$ cat config.mk
export PLATFORM = sky130hd
export DESIGN_NAME = cl_axi_reg_slice_flat
export DESIGN_NICKNAME = d
export VERILOG_FILES = /design/src/rtl/cl_axi_slice_pkg.sv /design/src/rtl/axi_bus_t.sv /design/src/rtl/cl_axi_skid_slice.sv /design/src/rtl/cl_axi_reg_slice.sv /design/src/flat_wrapper.sv
export SDC_FILE = /design/constraint.sdc
export NUM_CORES = 1
export LEC_CHECK = 0
export CORE_ASPECT_RATIO = 0.75
export CORE_MARGIN = 5
export CORE_UTILIZATION = 23
export CTS_CLUSTER_SIZE = 16
export DETAILED_ROUTE_END_ITERATION = 8
export PLACE_DENSITY = 0.43
export SYNTH_ARGS = -nofsm -noshare
export SYNTH_HDL_FRONTEND = slang
export SYNTH_SLANG_ARGS = --single-unit
$ cat constraint.sdc
create_clock -name clock -period 16.3 [get_ports clock]
set_clock_uncertainty 0.15 [all_clocks]
set_input_delay 3.26 -clock clock [delete_from_list [all_inputs] [get_ports clock]]
set_output_delay 3.26 -clock clock [all_outputs]
set_load 0.03 [all_outputs]
$ cat src/rtl/cl_axi_slice_pkg.sv
// Shared constants and payload types for the AXI register slice.
package cl_axi_slice_pkg;

  localparam int SLICE_BYPASS = 0;
  localparam int SLICE_REG    = 1;

  localparam int ADDR_W = 32;
  localparam int DATA_W = 32;
  localparam int ID_W   = 4;
  localparam int LEN_W  = 8;
  localparam int SIZE_W = 3;
  localparam int RESP_W = 2;
  localparam int STRB_W = DATA_W / 8;

  typedef enum logic [1:0] {
    SLICE_EMPTY = 2'd0,
    SLICE_ONE   = 2'd1,
    SLICE_FULL  = 2'd2
  } slice_state_e;

  typedef struct packed {
    logic [ADDR_W-1:0] addr;
    logic [ID_W-1:0]   id;
    logic [LEN_W-1:0]  len;
    logic [SIZE_W-1:0] size;
  } aw_payload_t;

  typedef struct packed {
    logic [ID_W-1:0]   id;
    logic [DATA_W-1:0] data;
    logic [STRB_W-1:0] strb;
    logic              last;
  } w_payload_t;

  typedef struct packed {
    logic [ID_W-1:0]   id;
    logic [RESP_W-1:0] resp;
  } b_payload_t;

  typedef struct packed {
    logic [ADDR_W-1:0] addr;
    logic [ID_W-1:0]   id;
    logic [LEN_W-1:0]  len;
    logic [SIZE_W-1:0] size;
  } ar_payload_t;

  typedef struct packed {
    logic [ID_W-1:0]   id;
    logic [DATA_W-1:0] data;
    logic [RESP_W-1:0] resp;
    logic              last;
  } r_payload_t;

endpackage

$ cat src/rtl/axi_bus_t.sv
// AXI bus bundle; 'master' is the view of a port facing an AXI master, 'slave' faces an AXI slave.
interface axi_bus_t;
  import cl_axi_slice_pkg::*;

  logic              awvalid;
  logic              awready;
  logic [ADDR_W-1:0] awaddr;
  logic [ID_W-1:0]   awid;
  logic [LEN_W-1:0]  awlen;
  logic [SIZE_W-1:0] awsize;

  logic              wvalid;
  logic              wready;
  logic [ID_W-1:0]   wid;
  logic [DATA_W-1:0] wdata;
  logic [STRB_W-1:0] wstrb;
  logic              wlast;

  logic              bvalid;
  logic              bready;
  logic [ID_W-1:0]   bid;
  logic [RESP_W-1:0] bresp;

  logic              arvalid;
  logic              arready;
  logic [ADDR_W-1:0] araddr;
  logic [ID_W-1:0]   arid;
  logic [LEN_W-1:0]  arlen;
  logic [SIZE_W-1:0] arsize;

  logic              rvalid;
  logic              rready;
  logic [ID_W-1:0]   rid;
  logic [DATA_W-1:0] rdata;
  logic [RESP_W-1:0] rresp;
  logic              rlast;

  modport master (
    input  awvalid, awaddr, awid, awlen, awsize, output awready,
    input  wvalid, wid, wdata, wstrb, wlast,     output wready,
    output bvalid, bid, bresp,                   input  bready,
    input  arvalid, araddr, arid, arlen, arsize, output arready,
    output rvalid, rid, rdata, rresp, rlast,     input  rready
  );

  modport slave (
    output awvalid, awaddr, awid, awlen, awsize, input  awready,
    output wvalid, wid, wdata, wstrb, wlast,     input  wready,
    input  bvalid, bid, bresp,                   output bready,
    output arvalid, araddr, arid, arlen, arsize, input  arready,
    input  rvalid, rid, rdata, rresp, rlast,     output rready
  );

endinterface

$ cat src/rtl/cl_axi_skid_slice.sv
// Generic valid/ready channel stage: plain wire (MODE 0) or 2-entry skid slice (MODE 1).
module cl_axi_skid_slice
  import cl_axi_slice_pkg::*;
#(
  parameter int WIDTH = 8,
  parameter int MODE  = SLICE_REG
) (
  input  logic             clk_i,
  input  logic             rst_i,
  input  logic             src_valid_i,
  input  logic [WIDTH-1:0] src_data_i,
  output logic             src_ready_o,
  output logic             dst_valid_o,
  output logic [WIDTH-1:0] dst_data_o,
  input  logic             dst_ready_i,
  output logic             idle_o
);

  if (MODE == SLICE_BYPASS) begin : g_bypass
    assign dst_valid_o = src_valid_i;
    assign dst_data_o  = src_data_i;
    assign src_ready_o = dst_ready_i;
    assign idle_o      = 1'b1;
  end else begin : g_reg
    slice_state_e     state_q, state_d;
    logic             ready_q;
    logic [WIDTH-1:0] main_q, skid_q;
    logic             in_fire, out_fire;
    logic             main_load, main_from_skid, skid_load;

    assign in_fire  = src_valid_i & ready_q;
    assign out_fire = (state_q != SLICE_EMPTY) & dst_ready_i;

    // Next-state and register-load decode
    always_comb begin
      state_d        = state_q;
      main_load      = 1'b0;
      main_from_skid = 1'b0;
      skid_load      = 1'b0;
      case (state_q)
        SLICE_EMPTY: begin
          if (in_fire) begin
            state_d   = SLICE_ONE;
            main_load = 1'b1;
          end else begin
            state_d = SLICE_EMPTY;
          end
        end
        SLICE_ONE: begin
          if (in_fire && out_fire) begin
            main_load = 1'b1;
          end else if (in_fire) begin
            state_d   = SLICE_FULL;
            skid_load = 1'b1;
          end else if (out_fire) begin
            state_d = SLICE_EMPTY;
          end else begin
            state_d = SLICE_ONE;
          end
        end
        SLICE_FULL: begin
          if (out_fire) begin
            state_d        = SLICE_ONE;
            main_load      = 1'b1;
            main_from_skid = 1'b1;
          end else begin
            state_d = SLICE_FULL;
          end
        end
        default: state_d = SLICE_EMPTY;
      endcase
    end

    // Ready is registered from the next state so it never sees dst_ready combinationally
    always_ff @(posedge clk_i) begin
      if (rst_i) begin
        state_q <= SLICE_EMPTY;
        ready_q <= 1'b0;
      end else begin
        state_q <= state_d;
        ready_q <= (state_d != SLICE_FULL);
      end
    end

    // Payload storage; contents are only visible while the state is non-empty
    always_ff @(posedge clk_i) begin
      if (main_load) begin
        main_q <= main_from_skid ? skid_q : src_data_i;
      end
      if (skid_load) begin
        skid_q <= src_data_i;
      end
    end

    assign src_ready_o = ready_q;
    assign dst_valid_o = (state_q != SLICE_EMPTY);
    assign dst_data_o  = main_q;
    assign idle_o      = (state_q == SLICE_EMPTY);
  end

endmodule

$ cat src/rtl/cl_axi_reg_slice.sv
// AXI register slice: one independent skid stage per channel, each selectable as wire or register.
module cl_axi_reg_slice
  import cl_axi_slice_pkg::*;
#(
  parameter int AW_MODE = SLICE_REG,
  parameter int W_MODE  = SLICE_REG,
  parameter int B_MODE  = SLICE_REG,
  parameter int AR_MODE = SLICE_REG,
  parameter int R_MODE  = SLICE_REG
) (
  input  logic      clock,
  input  logic      reset,
  axi_bus_t.master  s_axi_bus,
  axi_bus_t.slave   m_axi_bus,
  output logic      idle
);

  aw_payload_t aw_in_s, aw_out_s;
  w_payload_t  w_in_s,  w_out_s;
  b_payload_t  b_in_s,  b_out_s;
  ar_payload_t ar_in_s, ar_out_s;
  r_payload_t  r_in_s,  r_out_s;
  logic        aw_idle_s, w_idle_s, b_idle_s, ar_idle_s, r_idle_s;

  assign aw_in_s = {s_axi_bus.awaddr, s_axi_bus.awid, s_axi_bus.awlen, s_axi_bus.awsize};
  assign {m_axi_bus.awaddr, m_axi_bus.awid, m_axi_bus.awlen, m_axi_bus.awsize} = aw_out_s;
  assign w_in_s  = {s_axi_bus.wid, s_axi_bus.wdata, s_axi_bus.wstrb, s_axi_bus.wlast};
  assign {m_axi_bus.wid, m_axi_bus.wdata, m_axi_bus.wstrb, m_axi_bus.wlast} = w_out_s;
  assign ar_in_s = {s_axi_bus.araddr, s_axi_bus.arid, s_axi_bus.arlen, s_axi_bus.arsize};
  assign {m_axi_bus.araddr, m_axi_bus.arid, m_axi_bus.arlen, m_axi_bus.arsize} = ar_out_s;
  // Response channels flow from the downstream bus back to the upstream bus
  assign b_in_s  = {m_axi_bus.bid, m_axi_bus.bresp};
  assign {s_axi_bus.bid, s_axi_bus.bresp} = b_out_s;
  assign r_in_s  = {m_axi_bus.rid, m_axi_bus.rdata, m_axi_bus.rresp, m_axi_bus.rlast};
  assign {s_axi_bus.rid, s_axi_bus.rdata, s_axi_bus.rresp, s_axi_bus.rlast} = r_out_s;

  cl_axi_skid_slice #(.WIDTH($bits(aw_payload_t)), .MODE(AW_MODE)) u_aw (
    .clk_i(clock), .rst_i(reset),
    .src_valid_i(s_axi_bus.awvalid), .src_data_i(aw_in_s), .src_ready_o(s_axi_bus.awready),
    .dst_valid_o(m_axi_bus.awvalid), .dst_data_o(aw_out_s), .dst_ready_i(m_axi_bus.awready),
    .idle_o(aw_idle_s)
  );

  cl_axi_skid_slice #(.WIDTH($bits(w_payload_t)), .MODE(W_MODE)) u_w (
    .clk_i(clock), .rst_i(reset),
    .src_valid_i(s_axi_bus.wvalid), .src_data_i(w_in_s), .src_ready_o(s_axi_bus.wready),
    .dst_valid_o(m_axi_bus.wvalid), .dst_data_o(w_out_s), .dst_ready_i(m_axi_bus.wready),
    .idle_o(w_idle_s)
  );

  cl_axi_skid_slice #(.WIDTH($bits(ar_payload_t)), .MODE(AR_MODE)) u_ar (
    .clk_i(clock), .rst_i(reset),
    .src_valid_i(s_axi_bus.arvalid), .src_data_i(ar_in_s), .src_ready_o(s_axi_bus.arready),
    .dst_valid_o(m_axi_bus.arvalid), .dst_data_o(ar_out_s), .dst_ready_i(m_axi_bus.arready),
    .idle_o(ar_idle_s)
  );

  cl_axi_skid_slice #(.WIDTH($bits(b_payload_t)), .MODE(B_MODE)) u_b (
    .clk_i(clock), .rst_i(reset),
    .src_valid_i(m_axi_bus.bvalid), .src_data_i(b_in_s), .src_ready_o(m_axi_bus.bready),
    .dst_valid_o(s_axi_bus.bvalid), .dst_data_o(b_out_s), .dst_ready_i(s_axi_bus.bready),
    .idle_o(b_idle_s)
  );

  cl_axi_skid_slice #(.WIDTH($bits(r_payload_t)), .MODE(R_MODE)) u_r (
    .clk_i(clock), .rst_i(reset),
    .src_valid_i(m_axi_bus.rvalid), .src_data_i(r_in_s), .src_ready_o(m_axi_bus.rready),
    .dst_valid_o(s_axi_bus.rvalid), .dst_data_o(r_out_s), .dst_ready_i(s_axi_bus.rready),
    .idle_o(r_idle_s)
  );

  assign idle = aw_idle_s & w_idle_s & ar_idle_s & b_idle_s & r_idle_s;

endmodule

$ cat src/flat_wrapper.sv
// flat-port wrapper written by rule: the top's interface ports become plain ports
module cl_axi_reg_slice_flat import cl_axi_slice_pkg::*;
#(
  parameter int AW_MODE = SLICE_REG,
  parameter int W_MODE  = SLICE_REG,
  parameter int B_MODE  = SLICE_REG,
  parameter int AR_MODE = SLICE_REG,
  parameter int R_MODE  = SLICE_REG
)
  (clock, reset, idle, s_axi_bus_awvalid, s_axi_bus_awaddr, s_axi_bus_awid, s_axi_bus_awlen, s_axi_bus_awsize, s_axi_bus_awready, s_axi_bus_wvalid, s_axi_bus_wid, s_axi_bus_wdata, s_axi_bus_wstrb, s_axi_bus_wlast, s_axi_bus_wready, s_axi_bus_bvalid, s_axi_bus_bid, s_axi_bus_bresp, s_axi_bus_bready, s_axi_bus_arvalid, s_axi_bus_araddr, s_axi_bus_arid, s_axi_bus_arlen, s_axi_bus_arsize, s_axi_bus_arready, s_axi_bus_rvalid, s_axi_bus_rid, s_axi_bus_rdata, s_axi_bus_rresp, s_axi_bus_rlast, s_axi_bus_rready, m_axi_bus_awvalid, m_axi_bus_awaddr, m_axi_bus_awid, m_axi_bus_awlen, m_axi_bus_awsize, m_axi_bus_awready, m_axi_bus_wvalid, m_axi_bus_wid, m_axi_bus_wdata, m_axi_bus_wstrb, m_axi_bus_wlast, m_axi_bus_wready, m_axi_bus_bvalid, m_axi_bus_bid, m_axi_bus_bresp, m_axi_bus_bready, m_axi_bus_arvalid, m_axi_bus_araddr, m_axi_bus_arid, m_axi_bus_arlen, m_axi_bus_arsize, m_axi_bus_arready, m_axi_bus_rvalid, m_axi_bus_rid, m_axi_bus_rdata, m_axi_bus_rresp, m_axi_bus_rlast, m_axi_bus_rready);
  axi_bus_t s_axi_bus_i ();
  axi_bus_t m_axi_bus_i ();
  input  logic clock;
  input  logic reset;
  output logic idle;
  input wire logic [$bits(s_axi_bus_i.awvalid)-1:0] s_axi_bus_awvalid;
  input wire logic [$bits(s_axi_bus_i.awaddr)-1:0] s_axi_bus_awaddr;
  input wire logic [$bits(s_axi_bus_i.awid)-1:0] s_axi_bus_awid;
  input wire logic [$bits(s_axi_bus_i.awlen)-1:0] s_axi_bus_awlen;
  input wire logic [$bits(s_axi_bus_i.awsize)-1:0] s_axi_bus_awsize;
  output wire logic [$bits(s_axi_bus_i.awready)-1:0] s_axi_bus_awready;
  input wire logic [$bits(s_axi_bus_i.wvalid)-1:0] s_axi_bus_wvalid;
  input wire logic [$bits(s_axi_bus_i.wid)-1:0] s_axi_bus_wid;
  input wire logic [$bits(s_axi_bus_i.wdata)-1:0] s_axi_bus_wdata;
  input wire logic [$bits(s_axi_bus_i.wstrb)-1:0] s_axi_bus_wstrb;
  input wire logic [$bits(s_axi_bus_i.wlast)-1:0] s_axi_bus_wlast;
  output wire logic [$bits(s_axi_bus_i.wready)-1:0] s_axi_bus_wready;
  output wire logic [$bits(s_axi_bus_i.bvalid)-1:0] s_axi_bus_bvalid;
  output wire logic [$bits(s_axi_bus_i.bid)-1:0] s_axi_bus_bid;
  output wire logic [$bits(s_axi_bus_i.bresp)-1:0] s_axi_bus_bresp;
  input wire logic [$bits(s_axi_bus_i.bready)-1:0] s_axi_bus_bready;
  input wire logic [$bits(s_axi_bus_i.arvalid)-1:0] s_axi_bus_arvalid;
  input wire logic [$bits(s_axi_bus_i.araddr)-1:0] s_axi_bus_araddr;
  input wire logic [$bits(s_axi_bus_i.arid)-1:0] s_axi_bus_arid;
  input wire logic [$bits(s_axi_bus_i.arlen)-1:0] s_axi_bus_arlen;
  input wire logic [$bits(s_axi_bus_i.arsize)-1:0] s_axi_bus_arsize;
  output wire logic [$bits(s_axi_bus_i.arready)-1:0] s_axi_bus_arready;
  output wire logic [$bits(s_axi_bus_i.rvalid)-1:0] s_axi_bus_rvalid;
  output wire logic [$bits(s_axi_bus_i.rid)-1:0] s_axi_bus_rid;
  output wire logic [$bits(s_axi_bus_i.rdata)-1:0] s_axi_bus_rdata;
  output wire logic [$bits(s_axi_bus_i.rresp)-1:0] s_axi_bus_rresp;
  output wire logic [$bits(s_axi_bus_i.rlast)-1:0] s_axi_bus_rlast;
  input wire logic [$bits(s_axi_bus_i.rready)-1:0] s_axi_bus_rready;
  output wire logic [$bits(m_axi_bus_i.awvalid)-1:0] m_axi_bus_awvalid;
  output wire logic [$bits(m_axi_bus_i.awaddr)-1:0] m_axi_bus_awaddr;
  output wire logic [$bits(m_axi_bus_i.awid)-1:0] m_axi_bus_awid;
  output wire logic [$bits(m_axi_bus_i.awlen)-1:0] m_axi_bus_awlen;
  output wire logic [$bits(m_axi_bus_i.awsize)-1:0] m_axi_bus_awsize;
  input wire logic [$bits(m_axi_bus_i.awready)-1:0] m_axi_bus_awready;
  output wire logic [$bits(m_axi_bus_i.wvalid)-1:0] m_axi_bus_wvalid;
  output wire logic [$bits(m_axi_bus_i.wid)-1:0] m_axi_bus_wid;
  output wire logic [$bits(m_axi_bus_i.wdata)-1:0] m_axi_bus_wdata;
  output wire logic [$bits(m_axi_bus_i.wstrb)-1:0] m_axi_bus_wstrb;
  output wire logic [$bits(m_axi_bus_i.wlast)-1:0] m_axi_bus_wlast;
  input wire logic [$bits(m_axi_bus_i.wready)-1:0] m_axi_bus_wready;
  input wire logic [$bits(m_axi_bus_i.bvalid)-1:0] m_axi_bus_bvalid;
  input wire logic [$bits(m_axi_bus_i.bid)-1:0] m_axi_bus_bid;
  input wire logic [$bits(m_axi_bus_i.bresp)-1:0] m_axi_bus_bresp;
  output wire logic [$bits(m_axi_bus_i.bready)-1:0] m_axi_bus_bready;
  output wire logic [$bits(m_axi_bus_i.arvalid)-1:0] m_axi_bus_arvalid;
  output wire logic [$bits(m_axi_bus_i.araddr)-1:0] m_axi_bus_araddr;
  output wire logic [$bits(m_axi_bus_i.arid)-1:0] m_axi_bus_arid;
  output wire logic [$bits(m_axi_bus_i.arlen)-1:0] m_axi_bus_arlen;
  output wire logic [$bits(m_axi_bus_i.arsize)-1:0] m_axi_bus_arsize;
  input wire logic [$bits(m_axi_bus_i.arready)-1:0] m_axi_bus_arready;
  input wire logic [$bits(m_axi_bus_i.rvalid)-1:0] m_axi_bus_rvalid;
  input wire logic [$bits(m_axi_bus_i.rid)-1:0] m_axi_bus_rid;
  input wire logic [$bits(m_axi_bus_i.rdata)-1:0] m_axi_bus_rdata;
  input wire logic [$bits(m_axi_bus_i.rresp)-1:0] m_axi_bus_rresp;
  input wire logic [$bits(m_axi_bus_i.rlast)-1:0] m_axi_bus_rlast;
  output wire logic [$bits(m_axi_bus_i.rready)-1:0] m_axi_bus_rready;
  assign s_axi_bus_i.awvalid = s_axi_bus_awvalid;
  assign s_axi_bus_i.awaddr = s_axi_bus_awaddr;
  assign s_axi_bus_i.awid = s_axi_bus_awid;
  assign s_axi_bus_i.awlen = s_axi_bus_awlen;
  assign s_axi_bus_i.awsize = s_axi_bus_awsize;
  assign s_axi_bus_awready = s_axi_bus_i.awready;
  assign s_axi_bus_i.wvalid = s_axi_bus_wvalid;
  assign s_axi_bus_i.wid = s_axi_bus_wid;
  assign s_axi_bus_i.wdata = s_axi_bus_wdata;
  assign s_axi_bus_i.wstrb = s_axi_bus_wstrb;
  assign s_axi_bus_i.wlast = s_axi_bus_wlast;
  assign s_axi_bus_wready = s_axi_bus_i.wready;
  assign s_axi_bus_bvalid = s_axi_bus_i.bvalid;
  assign s_axi_bus_bid = s_axi_bus_i.bid;
  assign s_axi_bus_bresp = s_axi_bus_i.bresp;
  assign s_axi_bus_i.bready = s_axi_bus_bready;
  assign s_axi_bus_i.arvalid = s_axi_bus_arvalid;
  assign s_axi_bus_i.araddr = s_axi_bus_araddr;
  assign s_axi_bus_i.arid = s_axi_bus_arid;
  assign s_axi_bus_i.arlen = s_axi_bus_arlen;
  assign s_axi_bus_i.arsize = s_axi_bus_arsize;
  assign s_axi_bus_arready = s_axi_bus_i.arready;
  assign s_axi_bus_rvalid = s_axi_bus_i.rvalid;
  assign s_axi_bus_rid = s_axi_bus_i.rid;
  assign s_axi_bus_rdata = s_axi_bus_i.rdata;
  assign s_axi_bus_rresp = s_axi_bus_i.rresp;
  assign s_axi_bus_rlast = s_axi_bus_i.rlast;
  assign s_axi_bus_i.rready = s_axi_bus_rready;
  assign m_axi_bus_awvalid = m_axi_bus_i.awvalid;
  assign m_axi_bus_awaddr = m_axi_bus_i.awaddr;
  assign m_axi_bus_awid = m_axi_bus_i.awid;
  assign m_axi_bus_awlen = m_axi_bus_i.awlen;
  assign m_axi_bus_awsize = m_axi_bus_i.awsize;
  assign m_axi_bus_i.awready = m_axi_bus_awready;
  assign m_axi_bus_wvalid = m_axi_bus_i.wvalid;
  assign m_axi_bus_wid = m_axi_bus_i.wid;
  assign m_axi_bus_wdata = m_axi_bus_i.wdata;
  assign m_axi_bus_wstrb = m_axi_bus_i.wstrb;
  assign m_axi_bus_wlast = m_axi_bus_i.wlast;
  assign m_axi_bus_i.wready = m_axi_bus_wready;
  assign m_axi_bus_i.bvalid = m_axi_bus_bvalid;
  assign m_axi_bus_i.bid = m_axi_bus_bid;
  assign m_axi_bus_i.bresp = m_axi_bus_bresp;
  assign m_axi_bus_bready = m_axi_bus_i.bready;
  assign m_axi_bus_arvalid = m_axi_bus_i.arvalid;
  assign m_axi_bus_araddr = m_axi_bus_i.araddr;
  assign m_axi_bus_arid = m_axi_bus_i.arid;
  assign m_axi_bus_arlen = m_axi_bus_i.arlen;
  assign m_axi_bus_arsize = m_axi_bus_i.arsize;
  assign m_axi_bus_i.arready = m_axi_bus_arready;
  assign m_axi_bus_i.rvalid = m_axi_bus_rvalid;
  assign m_axi_bus_i.rid = m_axi_bus_rid;
  assign m_axi_bus_i.rdata = m_axi_bus_rdata;
  assign m_axi_bus_i.rresp = m_axi_bus_rresp;
  assign m_axi_bus_i.rlast = m_axi_bus_rlast;
  assign m_axi_bus_rready = m_axi_bus_i.rready;
  cl_axi_reg_slice #(.AW_MODE(AW_MODE), .W_MODE(W_MODE), .B_MODE(B_MODE), .AR_MODE(AR_MODE), .R_MODE(R_MODE)) u_core (.clock(clock), .reset(reset), .s_axi_bus(s_axi_bus_i), .m_axi_bus(m_axi_bus_i), .idle(idle));
endmodule
-- Word level (Yosys, flattened, before mapping)
Index checks and enable logic that the tools add are counted.
- equal/unequal tests: 15
- mux-type cells: 70
- bitwise gates (word level): 14
- reduce and logical (&&, ||, !) cells: 15
- operators with widths (kind ; number):
    $mux 47 ; 2
    $mux 41 ; 1
    $mux 1 ; 40
    $mux 39 ; 1
    $mux 2 ; 15
    $pmux 2 s3 ; 5
    $pmux 1 s3 ; 5
    $and 1x1->1 ; 14
    $eq 2x1->1 const B ; 5
    $eq 2x2->1 const B ; 5
    $logic_not 2->1 ; 5
    $ne 2x2->1 const B ; 5
    $reduce_bool 2->1 ; 5
    $mux 6 ; 1
    $logic_and 1x1->1 ; 5
- register bits after elaboration: 375
- input bits: 192
- output and inout bits: 191
- logic and storage cells: 134

-- Longest topological paths before layout
Gate-level depths: netlist of run 1.
- depth after elaboration: 7
- gate-level depth with buffers: 5
- mapped depth without buffers: 3

-- By module
From an unflattened synthesis of run 1, not the netlist that was laid out.
- cell total of the unflattened synthesis: 656
- area, all modules: 14312.5 um^2
- by module, submodules not included (module ; instances ; cells an instance ; area an instance (um^2) ; seq. area each (um^2)):
    cl_axi_skid_slice (u_core.u_ar ...) ; 2 ; 165 ; 3631.0 ; 2882.8
    cl_axi_skid_slice (u_core.u_w) ; 1 ; 146 ; 3291.9 ; 2522.4
    cl_axi_skid_slice (u_core.u_r) ; 1 ; 140 ; 3149.3 ; 2402.3
    cl_axi_skid_slice (u_core.u_b) ; 1 ; 37 ; 596.8 ; 420.4
    cl_axi_reg_slice ; 1 ; 3 ; 12.5 ; 0.0

-- Least setup slack after synthesis of run 1
OpenSTA, ideal clock, no wires.
- path type: input-to-reg
- start: in s_axi_bus_awvalid
- end: reg u_core.u_aw.g_reg.skid_q[0], enable pin
- setup time: 523 ps
- arrival time: 6877 ps
- data required time: 15627 ps
- path slack: 8751 ps
- stages: 2
- buffers on the path: 0
- cells stage by stage: nand3b_1 nor3b_1
- word-level cells in the longest chain between the ends: 4
- elaborated cells on any way between the ends: 5
- RTL lines (element ; line ; RTL):
    start: declaration ; flat_wrapper.sv:16 ; input wire logic [$bits(s_axi_bus_i.awvalid)-1:0] s_axi_bus_awvalid;
    $and 1x1->1 * ; cl_axi_skid_slice.sv:31 ; assign in_fire = src_valid_i & ready_q;
    $mux 1 or $logic_and 1x1->1 (tied branches) ; cl_axi_skid_slice.sv:52, cl_axi_skid_slice.sv:50 ;
    $mux 1 * ; cl_axi_skid_slice.sv:50 ; if (in_fire && out_fire) begin
    $mux 1 * ; cl_axi_skid_slice.sv:40 ; case (state_q)
    net u_core.u_aw.g_reg.skid_load ; cl_axi_skid_slice.sv:29 ; logic main_load, main_from_skid, skid_load;
    end signal: assignment ; cl_axi_skid_slice.sv:91 ; skid_q <= src_data_i;
    end: declaration ; cl_axi_skid_slice.sv:27 ; logic [WIDTH-1:0] main_q, skid_q;
Mark *: on every way through the listed nets, which the timed path passes. The rest lies on a longest branch.
A chain may end at the register's enable or synchronous reset.

-- Worst setup path in the final report of run 1
- start: reg u_core.u_ar.g_reg.state_q[1]
- end: out idle
- word-level cells in the longest chain between the ends: 4
- RTL lines (element ; line ; RTL):
    start: declaration ; cl_axi_skid_slice.sv:25 ; slice_state_e state_q, state_d;
    start signal: assignment ; cl_axi_skid_slice.sv:80 ; state_q <= state_d;
    $logic_not 2->1 ; cl_axi_skid_slice.sv:98 ; assign idle_o = (state_q == SLICE_EMPTY);
    $and 1x1->1 (3 in a row) ; cl_axi_reg_slice.sv:72 ; assign idle = aw_idle_s & w_idle_s & ar_idle_s & b_idle_s & r_idle_s;
    end: declaration ; flat_wrapper.sv:15 ; output logic idle;
Every way passes these cells.

==> impl_metrics.csv, run 1 <==
group,metric,value,unit
clock_network,cts_setup_buffers,0,
floorplanning,die_area,65000,µm²
clock_network,ctsHtreeMaxLevel,2,
worst_setup_path,crit_arrival,2.77,ns
routing,routed_wl,35600,µm
place,gp_congestion,0.696,
power_and_ir_drop,power_density,111,nW/µm²
worst_setup_path,cp_top_family,"simple AND/OR/NAND/NOR gates",
synth,ys_warn_count,0,
finish,fin_util,33.7,%
finish,layoutNonFillerInstCount,1899,
timing,hold_viol,0,
worst_setup_path,startpoint_type,"flop",
floorplanning,row_count,77,
clock_network,root_buffer,"clkbuf_16",
outcome,status,"complete, no violations",
global_route,grt_usage,10.5,%
routing,route.vias.total,7501,
routing,drt-initial-drc-count,405,
worst_hold_path,min_path_type,"flop to flop",
run,drv_cap,0,
synth,yosysTopAreaCell,"edfxtp_1",
routing,routedWlPerCell,18.8,µm
finish,layout.filler_cells,5662,
worst_setup_path,crit_type,"flop to primary output",
place,post-place-cells,1824,
floorplanning,die_x,293,µm
clock_network,cts_hold_buffers,0,
finish,final_common_cell,"clkdlybuf4s50_1",
floorplanning,io_pins,383,
worst_setup_path,reg2reg_from,"u_core.u_w.g_reg.state_q[1]$_SDFF_PP0_",
worst_setup_path,worstRegToRegCells,4,
routing,drtPass1Iterations,4,
worst_setup_path,cpMaxStageDelayCell,"clkdlybuf4s50_1",
synth,synth.avg_cell_area,21.0,µm²
global_route,antenna_found_initial,5,
clock_network,cts_num_sinks,375,
floorplanning,start_util,23.3,%
synth,syn_inst,658,
worst_setup_path,cp_num_buf_inv,1,
finish,drive_gt1_share,24.2,%
worst_setup_path,r2r_slack,14.21,ns
power_and_ir_drop,p_leak,0.00661,µW
synth,ys_seq_elements,375,
clock_network,worst_skew_pair.late_latency,0.55,ns
worst_setup_path,crit_fanout,8,
routing,post-route-drc-count,0,
clock_network,cts_tree,"yes",
worst_setup_path,cp_slowest_stage_delay,0.79,ns
timing,slew_viol_final,0,
worst_hold_path,hold_start,"u_core.u_ar.g_reg.skid_q[43]$_DFFE_PP_",
timing,tns,0,ns
floorplanning,fp.dieH,222,µm
global_route,grt_max_degree,49,
power_and_ir_drop,finalPower,2210,µW
worst_hold_path,hold_depth,1,
worst_setup_path,worst_setup_path_end_kind,"primary output",
synth,synthesis.area,13800,µm²
timing,final.min_clock_period,6.18,ns
timing,timing.final.crit_share,37.9,%
worst_setup_path,cp.required,12.89,ns
global_route,grt_first_pass_wirelength,52500,µm
timing,fin_hold_ws,0.379,ns
global_route,met1_usage,13.4,%
synth,seq_area_frac_synth,80.6,%
worst_setup_path,reg2reg_to,"u_core.u_w.dst_data_o[16]$_DFFE_PP_",
synth,syn_nets,850,
synth,synthTopCellsByArea,"edfxtp_1 78%, mux2_2 14%, dfxtp_1 2.2%",
synth,yosys.area.top_type_share,78.4,%
clock_network,cts_buffer_depth,3,
routing,ant_nets,0,
global_route,met3_usage,4.91,%
global_route,busiest_layer,"met2",
timing,rsz0062_at_grt,"no",
floorplanning,core,59200,µm²
power_and_ir_drop,peakVddDrop,0.0589,mV
clock_network,cts_buffers,42,
global_route,grt_pass1_vias,7960,
timing,worst_pin_slew,0.926,ns
finish,layout_common_cells,"382 x clkdlybuf4s50_1, 360 x edfxtp_1, 170 x mux2_2",
synth,yosysUniqueCellTypes,33,
worst_hold_path,min_to,"u_core.u_ar.dst_data_o[43]$_DFFE_PP_",
clock_network,cts_resized,0,
place,port_buffers,382,
worst_setup_path,crit_chain,"or2_2, or2_1, nor4_1, clkdlybuf4s50_1",
place,place_hpwl,23700,µm
timing,slew_headroom,37.6,%
timing,setup_viol,0,
clock_network,clkSlewWorstSetupHoldPaths,0.06,ns
finish,num-nets-final,1270,
routing,viasPerCell,3.95,
finish,area_delta_synth_final,44.6,%
global_route,overflow,0,
timing,fmax,0.162,GHz
global_route,met2_usage,16.4,%
## flip-flops by register name (all words and copies together) (netlist names), 6 cells and up
| register | count |
|---|---|
| u_core.u_b.dst_data_o | 6 |
| u_core.u_b.g_reg.skid_q | 6 |
| u_core.u_r.dst_data_o | 39 |
| u_core.u_ar.dst_data_o | 47 |
| u_core.u_aw.g_reg.skid_q | 47 |
| u_core.u_w.g_reg.skid_q | 41 |
| u_core.u_r.g_reg.skid_q | 39 |
| u_core.u_aw.dst_data_o | 47 |
| u_core.u_w.dst_data_o | 41 |
| u_core.u_ar.g_reg.skid_q | 47 |
## Yosys cell counts
cell	n
nand2b_1	8
nand2_1	9
nor3_1	5
nand4b_1	4
mux2_2	170
or2_1	1
a21oi_1	4
clkbuf_1	2
xnor2_1	1
nor3b_1	1
o2bb2ai_1	1
mux2_1	2
nor2b_1	5
nand3_1	4
or2_2	5
nor2_1	6
a311oi_1	4
nor2b_4	1
clkbuf_2	1
a211oi_1	1
and4b_1	1
mux2_4	8
buf_6	4
buf_4	1
edfxtp_1	360
o21ai_0	5
nand3b_1	5
dfxtp_1	15
nor4_1	1
buf_2	13
nand2_2	1
inv_1	5
o221ai_1	4
## worst max path at each step
stage	startpoint	to	slack, ns	depth (start not counted)
final	u_core.u_ar.g_reg.state_q[1]$_SDFF_PP0_	idle	10.12	4
after global routing	u_core.u_ar.g_reg.state_q[1]$_SDFF_PP0_	idle	9.87	4
after CTS	u_core.u_ar.g_reg.state_q[1]$_SDFF_PP0_	idle	9.99	4
after detailed placement	u_core.u_ar.g_reg.state_q[1]$_SDFF_PP0_	idle	10.62	4
after global placement	u_core.u_ar.g_reg.state_q[1]$_SDFF_PP0_	idle	10.63	4
after floorplan	s_axi_bus_awvalid	u_core.u_aw.g_reg.skid_q[0]$_DFFE_PP_	8.75	2
## worst reg2reg max path, delay by kind of cell, from the launching register on
family          cells  cell delay [ns]
compound gates      1             0.12
buf+inv             2             0.81
simple gates        1             0.12
flops               1             0.50
## stage by stage
step,instance area [µm²],worst slack (ns)
6_report,20000,10.12
5_1_grt,19900,9.87
4_1_cts,19900,9.99
3_5_place_dp,18700,10.62
3_3_place_gp,18700,10.63
2_1_floorplan,13800,8.75
## layer usage
metal,routed length [µm],part of all wire [%],vias up
li1,-,-,3458
met1,15200,43,3747
met2,16200,45,237
met3,3520,9.9,51
met4,666,1.9,8
met5,57,0.16,-
## logic make-up (layout without fill, tap and decap cells)
logic type | Yosys count | after routing | synth area share, %
mux | 180 | 180 | 14.9
flops | 375 | 375 | 80.6
other cells | 0 | 2 | 0
buf+inv | 26 | 475 | 1.08
xor+xnor | 1 | 1 | 0.0635
simple gates | 57 | 57 | 2.44
compound gates | 19 | 19 | 0.952
## power by group
group | total, µW | switching, µW | internal (µW)
Sequential | 1100 | 9.39 | 1090
Combinational | 199 | 99.6 | 99.6
Clock | 909 | 387 | 522
Total | 2210 | 496 | 1710
## cell type report
class                      count  area (µm²)  area share [%]
antenna                        2        5.00          0.0251
clock buffer                  52        1130            5.66
clock inverter                21         163           0.815
inverter                       5        18.8          0.0941
multi-input combinational    257        2600            13.0
sequential                   375       11100            55.7
tap                          790         988            4.95
timing repair buffer         397        3940            19.7
No activity file was read; power rests on OpenSTA's default activity.
==> run 2, diff against run 1 <==
==> constraint.sdc (replaced) <==
create_clock -name clock -period 5.8 [get_ports clock]
set_clock_uncertainty 0.15 [all_clocks]
set_input_delay 1.16 -clock clock [delete_from_list [all_inputs] [get_ports clock]]
set_output_delay 1.16 -clock clock [all_outputs]
set_load 0.03 [all_outputs]
==> impl_metrics.csv, run 2 (synthesis results as in run 1) <==
group,metric,value,unit
outcome,status,"complete, no violations",
finish,area_delta_synth_final,44.8,%
timing,fmax,0.252,GHz
clock_network,root_buffer,"clkbuf_16",
clock_network,worst_skew_pair.late_latency,0.55,ns
timing,hold_viol,0,
place,place_hpwl,24400,µm
finish,final_common_cell,"clkdlybuf4s50_1",
routing,routedWlPerCell,18.7,µm
worst_setup_path,startpoint_type,"flop",
finish,diodes,0,
timing,setup_viol,0,
worst_setup_path,reg2reg_from,"u_core.u_r.g_reg.state_q[1]$_SDFF_PP0_",
floorplanning,start_util,23.3,%
clock_network,cts_tree,"yes",
routing,ant_nets,0,
worst_hold_path,hold_start,"u_core.u_aw.g_reg.skid_q[27]$_DFFE_PP_",
clock_network,cts_buffers,42,
clock_network,clkSlewWorstSetupHoldPaths,0.06,ns
worst_setup_path,crit_chain,"or2_2, or2_1, nor4_1, clkdlybuf4s50_1",
run,drv_cap,0,
clock_network,cts_resized,0,
worst_setup_path,reg2reg_to,"u_core.u_r.dst_data_o[11]$_DFFE_PP_",
timing,layout_setup_ws,1.84,ns
finish,layout_common_cells,"382 x clkdlybuf4s50_1, 360 x edfxtp_1, 170 x mux2_2",
floorplanning,die_area,65000,µm²
worst_setup_path,cp.required,4.49,ns
place,pre_cts_ws,1.91,ns
floorplanning,io_pins,383,
finish,num-nets-final,1270,
clock_network,cts_setup_buffers,0,
clock_network,cts_num_sinks,375,
worst_setup_path,cp_top_family,"simple AND/OR/NAND/NOR gates",
timing,timing.final.crit_share,68.3,%
global_route,grt_pass1_vias,7981,
routing,drt-initial-drc-count,341,
worst_setup_path,worst_setup_path_end_kind,"primary output",
finish,drive_gt1_share,23.6,%
global_route,overflow,0,
place,port_buffers,382,
worst_setup_path,cpMaxStageDelayCell,"clkdlybuf4s50_1",
worst_setup_path,cp_slowest_stage_delay,0.78,ns
routing,route.vias.total,7414,
timing,fin_hold_ws,0.391,ns
worst_setup_path,cp_num_buf_inv,1,
timing,tns,0,ns
routing,routed_wl,35400,µm
worst_hold_path,hold_depth,1,
routing,drtPass1Iterations,4,
global_route,grt_first_pass_wirelength,52100,µm
floorplanning,fp.dieH,222,µm
worst_setup_path,crit_arrival,2.65,ns
finish,layout.filler_cells,5692,
worst_setup_path,worstRegToRegCells,3,
place,gp_congestion,0.711,
floorplanning,die_x,293,µm
global_route,met2_usage,16.2,%
floorplanning,core,59200,µm²
worst_setup_path,crit_type,"flop to primary output",
clock_network,cts_hold_buffers,0,
clock_network,cts_buffer_depth,3,
global_route,met1_usage,13.5,%
clock_network,ctsHtreeMaxLevel,2,
routing,viasPerCell,3.90,
global_route,busiest_layer,"met2",
global_route,grt_max_degree,49,
power_and_ir_drop,p_leak,0.00661,µW
global_route,antenna_found_initial,1,
timing,worst_pin_slew,1.16,ns
worst_setup_path,r2r_slack,3.32,ns
timing,rsz0062_at_grt,"no",
timing,slew_headroom,22.6,%
worst_hold_path,min_to,"u_core.u_aw.dst_data_o[27]$_DFFE_PP_",
timing,final.min_clock_period,3.96,ns
power_and_ir_drop,power_density,312,nW/µm²
global_route,grt_usage,10.4,%
worst_hold_path,min_path_type,"flop to flop",
power_and_ir_drop,peakVddDrop,0.193,mV
timing,slew_viol_final,0,
floorplanning,row_count,77,
worst_setup_path,crit_fanout,8,
global_route,met3_usage,4.45,%
routing,post-route-drc-count,0,
-- run 2: layer usage --
| metal | routed length [µm] | up-vias |
|---|---|---|
| li1 | - | 3449 |
| met1 | 15500 | 3690 |
| met2 | 16200 | 224 |
| met3 | 3090 | 49 |
| met4 | 630 | 2 |
| met5 | 13 | - |
-- run 2: how the worst max path moves through the flow --
stage | slack (ns) | depth (start not counted) | endpoint | start
detailed placement | 1.91 | 5 | u_core.u_ar.dst_data_o[0]$_DFFE_PP_ | m_axi_bus_arready
finish | 1.84 | 4 | idle | u_core.u_ar.g_reg.state_q[1]$_SDFF_PP0_
CTS | 1.76 | 4 | idle | u_core.u_ar.g_reg.state_q[1]$_SDFF_PP0_
global placement | 1.93 | 5 | u_core.u_ar.dst_data_o[5]$_DFFE_PP_ | m_axi_bus_arready
global route | 1.68 | 4 | idle | u_core.u_ar.g_reg.state_q[1]$_SDFF_PP0_
floorplan | 0.35 | 2 | u_core.u_aw.g_reg.skid_q[0]$_DFFE_PP_ | s_axi_bus_awvalid
-- run 2: worst reg2reg max path, cell delays in order, from the launching register on --
cell and delay [ns]:
dfxtp_1 0.52, nand3b_1 0.55, o21ai_4 0.61, buf_4 0.35
-- run 2: area by class of cell --
type / instances / area (µm²) / area share [%]
clock buffers: 57 / 1180 / 5.91
clock inverters: 18 / 139 / 0.695
inverters: 5 / 18.8 / 0.0940
multi-input cells: 257 / 2600 / 13.0
flip-flops and latches: 375 / 11100 / 55.6
well taps: 790 / 988 / 4.95
repair buffers: 397 / 3940 / 19.7
-- run 2: metrics by stage --
step                std cells  util (%)  cell area, µm²  power [µW]
floorplan                 658         -           13800        3400
global placement         1824      31.5           18700        3720
detailed placement       1824      31.5           18700        3720
CTS                      1899      33.8           20000        6360
global route             1899      33.8           20000        6510
finish                   1899      33.8           20000        6230
-- run 2: where the power goes --
group / internal [µW] / switching (µW)
Sequential: 3070 / 27.1
Clock: 1510 / 1060
Combinational: 280 / 282
Total: 4860 / 1370
==> run 3, diff against run 2 <==
--- a/config.mk
+++ b/config.mk
@@ -10,7 +10,7 @@
 export CORE_UTILIZATION = 23
 export CTS_CLUSTER_SIZE = 16
 export DETAILED_ROUTE_END_ITERATION = 8
-export PLACE_DENSITY = 0.43
+export PLACE_DENSITY = 0.45
 export SYNTH_ARGS = -nofsm -noshare
 export SYNTH_HDL_FRONTEND = slang
 export SYNTH_SLANG_ARGS = --single-unit
==> constraint.sdc (replaced) <==
create_clock -name clock -period 3.4 [get_ports clock]
set_clock_uncertainty 0.15 [all_clocks]
set_input_delay 0.68 -clock clock [delete_from_list [all_inputs] [get_ports clock]]
set_output_delay 0.68 -clock clock [all_outputs]
set_load 0.03 [all_outputs]
==> impl_metrics.csv, run 3 (synthesis results as in run 1) <==
group,metric,value,unit
worst_setup_path,worst_setup_path_end_kind,"primary output",
timing,final.min_clock_period,3.18,ns
worst_setup_path,reg2reg_to,"u_core.u_w.dst_data_o[16]$_DFFE_PP_",
clock_network,cts_buffers,41,
routing,drtPass1Iterations,6,
timing,slew_viol_final,0,
place,pre_cts_ws,0.197,ns
worst_hold_path,hold_depth,1,
timing,tns,0,ns
place,port_buffers,382,
worst_hold_path,min_to,"u_core.u_ar.dst_data_o[43]$_DFFE_PP_",
clock_network,worst_skew_pair.late_latency,0.55,ns
floorplanning,start_util,23.3,%
worst_setup_path,cp_num_buf_inv,1,
clock_network,ctsHtreeMaxLevel,2,
worst_setup_path,worstRegToRegCells,3,
routing,route.vias.total,7480,
clock_network,cts_num_sinks,375,
floorplanning,row_count,77,
power_and_ir_drop,power_density,522,nW/µm²
global_route,overflow,0,
worst_setup_path,cpMaxStageDelayCell,"dlygate4sd2_1",
worst_setup_path,reg2reg_from,"u_core.u_w.g_reg.state_q[1]$_SDFF_PP0_",
worst_setup_path,crit_fanout,8,
global_route,grt_pass1_vias,7976,
floorplanning,fp.dieH,222,µm
timing,fmax,0.315,GHz
routing,drt-initial-drc-count,325,
finish,final_common_cell,"clkdlybuf4s50_1",
floorplanning,die_area,65000,µm²
floorplanning,core,59200,µm²
worst_hold_path,min_path_type,"flop to flop",
timing,layout_setup_ws,0.225,ns
finish,layout.filler_cells,5641,
floorplanning,io_pins,383,
finish,num-nets-final,1274,
worst_setup_path,crit_type,"flop to primary output",
global_route,grt_first_pass_wirelength,52400,µm
global_route,grt_max_degree,49,
worst_hold_path,hold_start,"u_core.u_ar.g_reg.skid_q[43]$_DFFE_PP_",
timing,setup_viol,0,
clock_network,cts_hold_buffers,0,
worst_setup_path,cp_top_family,"simple AND/OR/NAND/NOR gates",
global_route,antenna_found_initial,5,
worst_setup_path,crit_chain,"or2_2, or2_1, nor4_2, dlygate4sd2_1",
finish,drive_gt1_share,24.4,%
timing,rsz0062_at_grt,"no",
routing,routed_wl,35300,µm
place,gp_congestion,0.696,
finish,area_delta_synth_final,45.5,%
power_and_ir_drop,peakVddDrop,0.301,mV
worst_setup_path,r2r_slack,1.19,ns
place,place_hpwl,24000,µm
worst_setup_path,startpoint_type,"flop",
timing,hold_viol,0,
clock_network,cts_buffer_depth,3,
routing,ant_nets,0,
outcome,status,"complete, no violations",
power_and_ir_drop,finalPower,10500,µW
worst_setup_path,cp.required,2.57,ns
routing,routedWlPerCell,18.6,µm
routing,viasPerCell,3.93,
timing,worst_pin_slew,0.901,ns
timing,timing.final.crit_share,93.4,%
clock_network,root_buffer,"clkbuf_16",
finish,layout_common_cells,"381 x clkdlybuf4s50_1, 360 x edfxtp_1, 170 x mux2_2",
global_route,grt_usage,10.5,%
worst_setup_path,crit_arrival,2.35,ns
clock_network,clkSlewWorstSetupHoldPaths,0.06,ns
routing,post-route-drc-count,0,
worst_setup_path,cp_slowest_stage_delay,0.50,ns
power_and_ir_drop,p_leak,0.00665,µW
finish,area.sequential,11100,µm²
finish,multi_input_area,2630,µm²
floorplanning,die_x,293,µm
run,drv_cap,0,
timing,slew_headroom,39.3,%
clock_network,cts_tree,"yes",
## run 3: metal layers
layer	wire [µm]	up-vias	part of all wire (%)	track usage [%]
met3	3080	53	8.7	4.40
li1	-	3462	-	-
met2	16200	219	46	16.3
met5	27	-	0.076	0
met1	15400	3742	44	13.5
met4	651	4	1.8	2.73
## run 3: worst max path at each step
| stage | slack (ns) | start | depth (start not counted) | endpoint |
|---|---|---|---|---|
| after floorplan | 0.009 | m_axi_bus_wready | 3 | u_core.u_w.dst_data_o[0]$_DFFE_PP_ |
| after global placement | 0.16 | u_core.u_w.g_reg.state_q[1]$_SDFF_PP0_ | 4 | idle |
| after detailed placement | 0.20 | u_core.u_w.g_reg.state_q[1]$_SDFF_PP0_ | 4 | idle |
| after CTS | 0.1 | u_core.u_w.g_reg.state_q[1]$_SDFF_PP0_ | 4 | idle |
| after global routing | 0.02 | u_core.u_w.g_reg.state_q[1]$_SDFF_PP0_ | 4 | idle |
| final | 0.22 | u_core.u_w.g_reg.state_q[1]$_SDFF_PP0_ | 4 | idle |
## run 3: area by class of cell
type	instances	area share [%]
flip-flops and latches	375	55.4
repair buffers	402	20.3
well taps	790	4.92
clock inverters	19	0.667
inverters	5	0.0935
multi-input cells	257	13.1
diodes	1	0.0125
clock buffers	53	5.55
## run 3: repair_timing
item,CTS,global route
setup buffers,0,0
setup endpoints to repair,1,0
gates resized for setup,2,0
## run 3: worst register-to-register path, stage by stage (launching register included)
cell,delay [ns]
dfxtp_1,0.53
nand3b_1,0.47
o21ai_4,0.46
buf_4,0.31
## run 3: through the flow
step | instance area [µm²] | util [%] | hold slack (ns) | std cells
2_1_floorplan | 13800 | - | 0.351 | 658
3_3_place_gp | 18800 | 31.8 | 0.361 | 1829
3_5_place_dp | 18800 | 31.8 | 0.371 | 1829
4_1_cts | 20100 | 33.9 | 0.381 | 1901
5_1_grt | 20100 | 33.9 | 0.403 | 1901
6_report | 20100 | 33.9 | 0.382 | 1902
## run 3: report_power, final
group          switching [µW]  internal [µW]  total [µW]  leakage, µW
Clock                    1840           2400        4230     0.000615
Sequential               43.9           5230        5270      0.00343
Combinational             488            486         973      0.00261
